[config.mk]
export PLATFORM = sky130hd
export DESIGN_NAME = regfile_access_master
export DESIGN_NICKNAME = d
export VERILOG_FILES = /design/src/rtl/regfile_access_master.sv
export SDC_FILE = /design/constraint.sdc
export NUM_CORES = 1
export LEC_CHECK = 0
export CAP_MARGIN = 20
export CORE_MARGIN = 2
export CORE_UTILIZATION = 40
export CTS_CLUSTER_SIZE = 10
export DETAILED_ROUTE_END_ITERATION = 8
export GPL_ROUTABILITY_DRIVEN = 0
export GPL_TIMING_DRIVEN = 0
export PLACE_DENSITY = 0.93
export SLEW_MARGIN = 15
export SYNTH_ARGS = -nofsm -noshare
export SYNTH_HDL_FRONTEND = slang
export SYNTH_SLANG_ARGS = --single-unit
[constraint.sdc]
create_clock -name clk -period 5.82 [get_ports clk]
set_input_delay 1.455 -clock clk [delete_from_list [all_inputs] [get_ports clk]]
set_output_delay 1.455 -clock clk [all_outputs]
set_load 0.005 [all_outputs]
[src/rtl/regfile_access_master.sv]
// Purpose: command-driven burst initiator for one register file instance.
//   Accepts read/write burst commands (valid/ready), drives the register file
//   write/read strobes and addresses, and returns read data on a valid/ready stream.
// Latency: write beats commit at the edge they are accepted (1 beat/cycle);
//   each read beat takes one issue cycle plus at least one response cycle.
// Backpressure: cmd_ready is low for the whole burst; wr_ready is high only while
//   writing; a read beat holds rd_data/rd_last stable until rd_ready.
//
// Ports:
//   clk, reset_n                       clock and async active-low reset
//   cmd_valid/cmd_ready/cmd_write/
//     cmd_addr/cmd_len                 burst command (cmd_len = beats - 1)
//   wr_valid/wr_ready/wr_data          write-data beats
//   rd_valid/rd_ready/rd_data/rd_last  read responses
//   rf_write/rf_wr_addr/rf_in_data     register file write port
//   rf_read/rf_rd_addr/rf_out_data     register file read port (combinational data)
module regfile_access_master #(
  parameter int WORD_WIDTH = 32,
  parameter int LENGTH     = 128,
  parameter int LEN_W      = 8,
  localparam int AW        = $clog2(LENGTH)
) (
  input  logic                  clk,
  input  logic                  reset_n,
  input  logic                  cmd_valid,
  output logic                  cmd_ready,
  input  logic                  cmd_write,
  input  logic [AW-1:0]         cmd_addr,
  input  logic [LEN_W-1:0]      cmd_len,
  input  logic                  wr_valid,
  output logic                  wr_ready,
  input  logic [WORD_WIDTH-1:0] wr_data,
  output logic                  rd_valid,
  input  logic                  rd_ready,
  output logic [WORD_WIDTH-1:0] rd_data,
  output logic                  rd_last,
  output logic                  rf_write,
  output logic [AW-1:0]         rf_wr_addr,
  output logic [WORD_WIDTH-1:0] rf_in_data,
  output logic                  rf_read,
  output logic [AW-1:0]         rf_rd_addr,
  input  logic [WORD_WIDTH-1:0] rf_out_data
);

  typedef enum logic [1:0] {
    IDLE     = 2'd0,
    WR       = 2'd1,
    RD_ISSUE = 2'd2,
    RD_RESP  = 2'd3
  } state_t;

  state_t                  state_q, state_d;
  logic [AW-1:0]           cur_addr_q, cur_addr_d;
  logic [LEN_W-1:0]        remain_q, remain_d;
  logic [WORD_WIDTH-1:0]   rd_data_q, rd_data_d;
  logic                    rd_last_q, rd_last_d;
  logic [AW-1:0]           addr_next;

  // Explicit wrap so non-power-of-2 depths roll over at the last word.
  assign addr_next = (cur_addr_q == AW'(LENGTH - 1)) ? '0 : cur_addr_q + AW'(1);

  always_ff @(posedge clk or negedge reset_n) begin
    if (!reset_n) begin
      state_q    <= IDLE;
      cur_addr_q <= '0;
      remain_q   <= '0;
      rd_data_q  <= '0;
      rd_last_q  <= 1'b0;
    end else begin
      state_q    <= state_d;
      cur_addr_q <= cur_addr_d;
      remain_q   <= remain_d;
      rd_data_q  <= rd_data_d;
      rd_last_q  <= rd_last_d;
    end
  end

  always_comb begin
    state_d    = state_q;
    cur_addr_d = cur_addr_q;
    remain_d   = remain_q;
    rd_data_d  = rd_data_q;
    rd_last_d  = rd_last_q;
    cmd_ready  = 1'b0;
    wr_ready   = 1'b0;
    rd_valid   = 1'b0;
    rf_write   = 1'b0;
    rf_wr_addr = '0;
    rf_in_data = '0;
    rf_read    = 1'b0;
    rf_rd_addr = '0;

    unique case (state_q)
      IDLE: begin
        cmd_ready = 1'b1;
        if (cmd_valid) begin
          cur_addr_d = cmd_addr;
          remain_d   = cmd_len;
          state_d    = cmd_write ? WR : RD_ISSUE;
        end
      end

      WR: begin
        wr_ready   = 1'b1;
        // Strobe follows wr_valid directly so the word lands on the accepting edge.
        rf_write   = wr_valid;
        rf_wr_addr = cur_addr_q;
        rf_in_data = wr_data;
        if (wr_valid) begin
          if (remain_q == '0) begin
            state_d = IDLE;
          end else begin
            remain_d   = remain_q - LEN_W'(1);
            cur_addr_d = addr_next;
          end
        end
      end

      RD_ISSUE: begin
        rf_read    = 1'b1;
        rf_rd_addr = cur_addr_q;
        rd_data_d  = rf_out_data;
        rd_last_d  = (remain_q == '0);
        state_d    = RD_RESP;
      end

      RD_RESP: begin
        rd_valid = 1'b1;
        if (rd_ready) begin
          if (rd_last_q) begin
            state_d = IDLE;
          end else begin
            remain_d   = remain_q - LEN_W'(1);
            cur_addr_d = addr_next;
            state_d    = RD_ISSUE;
          end
        end
      end

      default: state_d = IDLE;
    endcase
  end

  assign rd_data = rd_data_q;
  assign rd_last = rd_last_q;

endmodule
==> impl_metrics.toml, run 1 <==
[timing]
worst_slew_pin_slew_ns = 0.7918
grt_setup_unrepaired = "no"
final_max_slew_viol_count = 0
setup-tns-final_ns = 0
hold_violations = 0
fin_crit_ns = 4.122
fmax_ghz = 0.2426
fin_ws_ns = 1.698
setup_viol = 0
finClkSkew_ns = 0.005008
slew_headroom_pct = 47.22
layout_worst_path_cycle_share_pct = 70.82

[yosys]
ys_seq_elements = 50
synth_top_flop_cell = "dfrtp_1"
yosysSeqAreaShare_pct = 45.93
synth_warnings = 0
syn_inst = 256
avgSynthCellArea_um2 = 10.64
synth_edf_count = 0
synth_area_mm2 = 0.002724
ys_types = 34
synth-async-reset-ratio_pct = 100.0
synth_fp_nets = 349

[pwr]
p_per_area_mw_per_mm2 = 491.6
power.share.switching_pct = 37.26
p_int_uw = 1422
p_comb_share_pct = 61.9
p_leak_uw = 0.001853
power.net_switching_uw = 844.6
p_clk_share_pct = 8.9
peakVddDrop_mv = 0.3473
p_seq_share_pct = 29.2

[cts]
cts_buffers = 5
h-tree-depth = 2
path_clk_slew_ns = 0.09
cts_setup_buffers = 0
cts_num_sinks = 50
clk_latency_ns = 0.30
cts_resized = 0
cts_tree = "built"
clock_path_buffers = 2
postCtsHoldBufs = 0
cts_root_buf = "clkbuf_8"

[detailed_routing]
viasPerCell = 5.195
drt_iter0_drc = 101
vias = 2660
remaining_drc_errors = 0
postRouteAntennaNets = 0
wirelength_um = 7793
first_pass_iters = 4
wire_per_inst_um = 15.22

[job]
drv_cap = 0

[layout]
layout-drive-gt1-share_pct = 11.57
finalNonFillerCells = 512
nFillCells = 531
areaGrowthSynthToFinish_pct = 69.27
diodes = 0
nets = 525
stdcell_area_mm2 = 0.004611

[global_route]
grt_pass1_wl_um = 12500
grt_pass1_vias = 2615
gr-total-overflow = 0
grt_max_degree = 33
grt_use_total_pct = 21.07
antenna_found_initial = 0

[hold_path]
hp-start = "rd_data[22]"
min_to = "rd_data[22]"
hold_depth = 1
hp-class = "reg -> reg"

[floorplanning]
die_w_um = 86.52
die_y_um = 86.52
fp.coreArea_mm2 = 0.006681
ioPinCount = 169
row_count = 30
initial_core_util_pct = 40.77
dieArea_mm2 = 0.007486

[setup_path]
r2r_cells = 6
critPathKind = "in -> out"
crit_arrival_ns = 2.67
cp-start-kind = "input pin"
critical_path_required_ns = 4.37
rr_endpoint = "cur_addr_q[5]"
worst_setup_path_end_kind = "primary output"
worstPathMaxFanout = 2
rrSetupSlack_ns = 3.46
r2r_start = "state_q[1]"

[place]
dp_cells = 505
dpl_cell_area_mm2 = 0.004528
port_buffers = 168
dp_hpwl_um = 6438
place_ws_ns = 1.716

[outcome]
status = "complete, no violations"
[state kept, by name (all words and copies together), names as in the netlist]
| name | cells |
|---|---|
| cur_addr_q | 7 |
| rd_data | 32 |
| remain_q | 8 |
| state_q | 2 |
| rd_last | 1 |
[synth_stat cells (all sizes together) (3+ instances only)]
| cell type | number | share of area, % |
|---|---|---|
| o2111ai | 9 | 2.9 |
| nand2 | 9 | 1.2 |
| a21oi | 11 | 2.0 |
| inv | 11 | 1.5 |
| nor2 | 6 | 0.83 |
| ha | 8 | 3.7 |
| dfrtp | 50 | 46 |
| mux2i | 3 | 1.1 |
| nand3 | 6 | 1.3 |
| mux2 | 35 | 14 |
| nand4 | 3 | 0.69 |
| o2bb2ai | 11 | 3.5 |
| nor3b | 3 | 0.83 |
| a22oi | 3 | 0.83 |
| clkbuf | 15 | 2.1 |
| o21ai | 4 | 0.73 |
| nor3 | 5 | 0.92 |
| and2 | 47 | 11 |
| nor4 | 5 | 1.4 |
[layout make-up]
type | count | area [um^2] | area share (%)
flip-flops and latches | 50 | 1251 | 27.14
clock inverters | 2 | 13.76 | 0.2985
clock buffers | 5 | 68.82 | 1.493
plain buffers | 17 | 66.31 | 1.438
inverters | 11 | 41.29 | 0.8955
well taps | 80 | 100.1 | 2.171
multi-input cells | 178 | 1365 | 29.61
repair buffers | 169 | 1704 | 36.96
[power by group through the flow]
| stage | Sequential (uW) | Combinational, uW | Clock, uW |
|---|---|---|---|
| finish | 662 | 1400 | 201 |
| global route | 688 | 1540 | 219 |
| CTS | 662 | 1420 | 207 |
| detailed placement | 670 | 1410 | 0 |
| global placement | 655 | 1370 | 0 |
| floorplan | 653 | 744 | 0 |
[logic make-up after synthesis]
logic type,Yosys count,share of synthesized area [%]
simple gates,89,19.29
flops,50,45.93
compound gates,43,11.58
mux,38,15.57
buf+inv,28,3.950
fa+ha+maj,8,3.675
[worst max-delay path by stage]
stage | start | to | depth (start not counted)
CTS | wr_valid | rf_write | 4
global route | state_q[1] | rf_in_data[30] | 6
floorplan | wr_data[0] | rf_in_data[0] | 1
finish | wr_valid | rf_write | 4
detailed placement | wr_valid | rf_write | 4
global placement | wr_valid | rf_write | 4
[worst max-delay path: stages]
cell and delay, ns:
clkdlybuf4s50_1 0.50, inv_1 0.07, nor2_1 0.12, clkdlybuf4s50_1 0.52
[placed cells by master (no fill, tap or decap), types with 2 or more instances in the layout]
cell | synthesis | routed
clkdlybuf4s50_1 | 0 | 167
dfrtp_1 | 50 | 50
and2_1 | 47 | 47
mux2_2 | 34 | 34
clkbuf_1 | 15 | 15
a21oi_1 | 11 | 11
o2bb2ai_1 | 11 | 11
inv_1 | 10 | 10
o2111ai_1 | 9 | 9
nand2_1 | 9 | 9
ha_1 | 8 | 8
nor2_1 | 6 | 6
nor3_1 | 5 | 5
nand3_1 | 5 | 5
clkbuf_8 | 0 | 5
nor4_1 | 4 | 4
buf_2 | 2 | 3
a22oi_1 | 3 | 3
nor3b_1 | 3 | 3
mux2i_1 | 3 | 3
o21ai_0 | 3 | 3
nand4_1 | 3 | 3
a41oi_1 | 2 | 2
[per-stage QoR]
| step | utilization (%) | power, uW | hold slack, ns |
|---|---|---|---|
| 2_1_floorplan | - | 1397 | 0.4784 |
| 3_3_place_gp | 67.43 | 2028 | 0.4895 |
| 3_5_place_dp | 67.77 | 2083 | 0.4943 |
| 4_1_cts | 69.01 | 2286 | 0.5162 |
| 5_1_grt | 69.01 | 2448 | 0.5370 |
| 6_report | 69.01 | 2267 | 0.5122 |
[routing by layer]
layer  routed length, um  vias to the layer above  track usage [%]
li1                    -                     1259                -
met1                2882                     1259            24.02
met2                4139                      124            39.02
met3                 556                       18            4.286
met4                 214                        0            7.102
met5                   0                        -                0
Note: power is estimated with default switching activity, not from simulation.
==> inputs of run 2 (changes only) <==
--- a/config.mk
+++ b/config.mk
@@ -7,12 +7,12 @@
 export LEC_CHECK = 0
 export CAP_MARGIN = 20
 export CORE_MARGIN = 2
-export CORE_UTILIZATION = 40
+export CORE_UTILIZATION = 37
 export CTS_CLUSTER_SIZE = 10
 export DETAILED_ROUTE_END_ITERATION = 8
 export GPL_ROUTABILITY_DRIVEN = 0
 export GPL_TIMING_DRIVEN = 0
-export PLACE_DENSITY = 0.93
+export PLACE_DENSITY = 0.88
 export SLEW_MARGIN = 15
 export SYNTH_ARGS = -nofsm -noshare
 export SYNTH_HDL_FRONTEND = slang
==> constraint.sdc (replaced) <==
create_clock -name clk -period 3.8 [get_ports clk]
set_input_delay 0.95 -clock clk [delete_from_list [all_inputs] [get_ports clk]]
set_output_delay 0.95 -clock clk [all_outputs]
set_load 0.005 [all_outputs]
==> impl_metrics.toml, run 2 (synthesis results as in run 1) <==
[outcome]
status = "complete, no violations"

[setup_path]
cp-start-kind = "flop"
cpMaxStageDelayCell = "clkdlybuf4s50_1"
worst-path-buf-inv = 4
worst_setup_path_end_kind = "primary output"
path_common_cell = "clkbuf_1"
critPathKind = "reg -> out"
crit_chain = "inv_1, ha_1, clkbuf_1, clkbuf_1, and2_1, clkdlybuf4s50_1"
worstPathMaxFanout = 10
cp_top_family = "buffers and inverters"
max_stage_delay_ns = 0.51
crit_arrival_ns = 2.48
critical_path_required_ns = 2.85

[floorplanning]
initial_core_util_pct = 37.96
dieArea_mm2 = 0.008064
fp.coreArea_mm2 = 0.007176
die_w_um = 89.80
ioPinCount = 169
row_count = 31
die_y_um = 89.80

[cts]
postCtsHoldBufs = 0
clk_latency_ns = 0.30
cts_resized = 0
cts_root_buf = "clkbuf_8"
h-tree-depth = 2
clock_path_buffers = 2
path_clk_slew_ns = 0.10
cts_buffers = 5
cts_num_sinks = 50
cts_tree = "built"
cts_setup_buffers = 0

[place]
port_buffers = 168
dp_hpwl_um = 6872
dpl_cell_area_mm2 = 0.004544

[pwr]
power.share.switching_pct = 36.96
p_clk_share_pct = 10.7
p_comb_share_pct = 60.8
peakVddDrop_mv = 0.3604
power.net_switching_uw = 1321
p_seq_share_pct = 28.5
p_int_uw = 2252
p_leak_uw = 0.001864
p_per_area_mw_per_mm2 = 766.6

[timing]
layout_worst_path_cycle_share_pct = 90.33
finClkSkew_ns = 0.009216
setup-tns-final_ns = 0
final_max_slew_viol_count = 0
setup_viol = 0
worst_slew_pin_slew_ns = 0.9140
fin_crit_ns = 3.433
grt_setup_unrepaired = "no"
hold_violations = 0
fmax_ghz = 0.2913
slew_headroom_pct = 39.07

[global_route]
antenna_found_initial = 0
busiest_layer = "met2"
gr-total-overflow = 0
grt_pass1_wl_um = 13660
gr-usage-met1_pct = 22.53
grt_pass1_vias = 2784
grt_use_total_pct = 20.58
global_route.usage.met3_pct = 4.443
grt_util_met2_pct = 38.26
grt_max_degree = 31

[detailed_routing]
remaining_drc_errors = 0
first_pass_iters = 4
postRouteAntennaNets = 0
drt_iter0_drc = 128
wirelength_um = 8471
viasPerCell = 5.088
wire_per_inst_um = 15.92
vias = 2707

[hold_path]
hp-class = "reg -> reg"

[layout]
largest_reg_flops = 32
stdcell_area_mm2 = 0.004661
most-common-layout-cells = "167 x clkdlybuf4s50_1, 50 x dfrtp_1, 47 x and2_1, 34 x mux2_2, 15 x clkbuf_1"
areaGrowthSynthToFinish_pct = 71.11
layout_commonest_cell = "clkdlybuf4s50_1"
layout-drive-gt1-share_pct = 11.78
diodes = 0
nets = 525

[job]
drv_cap = 0
run 2: cell types whose count changed in the layout (fill, tap and decap cells not counted), sizes merged:
cell,before,now
bufinv,0,1
run 2: final timing paths:
kind | from | endpoint | slack, ns | cells after the start
min in group asynchronous | reset_n | rd_data[0] | 0.62 | 1
worst max-delay path | state_q[1] | rf_wr_addr[4] | 0.37 | 6
max in group asynchronous | reset_n | rd_data[5] | 2.64 | 2
worst min register to register | rd_data[26] | rd_data[26] | 0.51 | 1
worst max register to register | state_q[1] | remain_q[5] | 1.34 | 6
worst min-delay path | rd_data[26] | rd_data[26] | 0.51 | 1
run 2: area by class of cell:
type	count	area (um^2)
Buffer	17	66.31
Clock buffer	5	68.82
Clock inverter	3	47.55
Fill cell	601	2515
Inverter	11	41.29
Multi-Input combinational cell	178	1365
Sequential cell	50	1251
Tap cell	99	123.9
Timing Repair Buffer	169	1697
run 2: layer usage:
layer  vias to the layer above  share of wire, %
met5                         -                 0
met4                         0               3.2
met3                        18               6.6
met2                       133                53
met1                      1284                37
li1                       1272                 -
run 2: power groups by stage:
stage / clock network (uW) / logic, uW / registers (uW)
global placement: 0 / 2110 / 1000
floorplan: 0 / 1140 / 1000
global route: 419 / 2350 / 1060
finish: 382 / 2170 / 1020
detailed placement: 0 / 2180 / 1030
CTS: 394 / 2190 / 1020
run 2: metrics by stage:
step	hold slack [ns]	setup slack, ns	cells	util [%]	power [uW]
after global placement	0.4891	0.2948	523	63.12	3114
final	0.5132	0.3675	532	64.95	3573
after detailed placement	0.4942	0.6412	524	63.33	3208
after CTS	0.5192	0.3045	532	64.95	3601
after global routing	0.5382	0.1229	532	64.95	3830
after floorplan	0.4784	1.490	256	-	2140
==> inputs of run 3 (changes only) <==
--- a/config.mk
+++ b/config.mk
@@ -8,6 +8,7 @@
 export CAP_MARGIN = 20
 export CORE_MARGIN = 2
 export CORE_UTILIZATION = 37
+export CTS_CLUSTER_DIAMETER = 100
 export CTS_CLUSTER_SIZE = 10
 export DETAILED_ROUTE_END_ITERATION = 8
 export GPL_ROUTABILITY_DRIVEN = 0
==> results of run 3 <==
No change in the layout: final DEF, timing and power equal those of run 2.
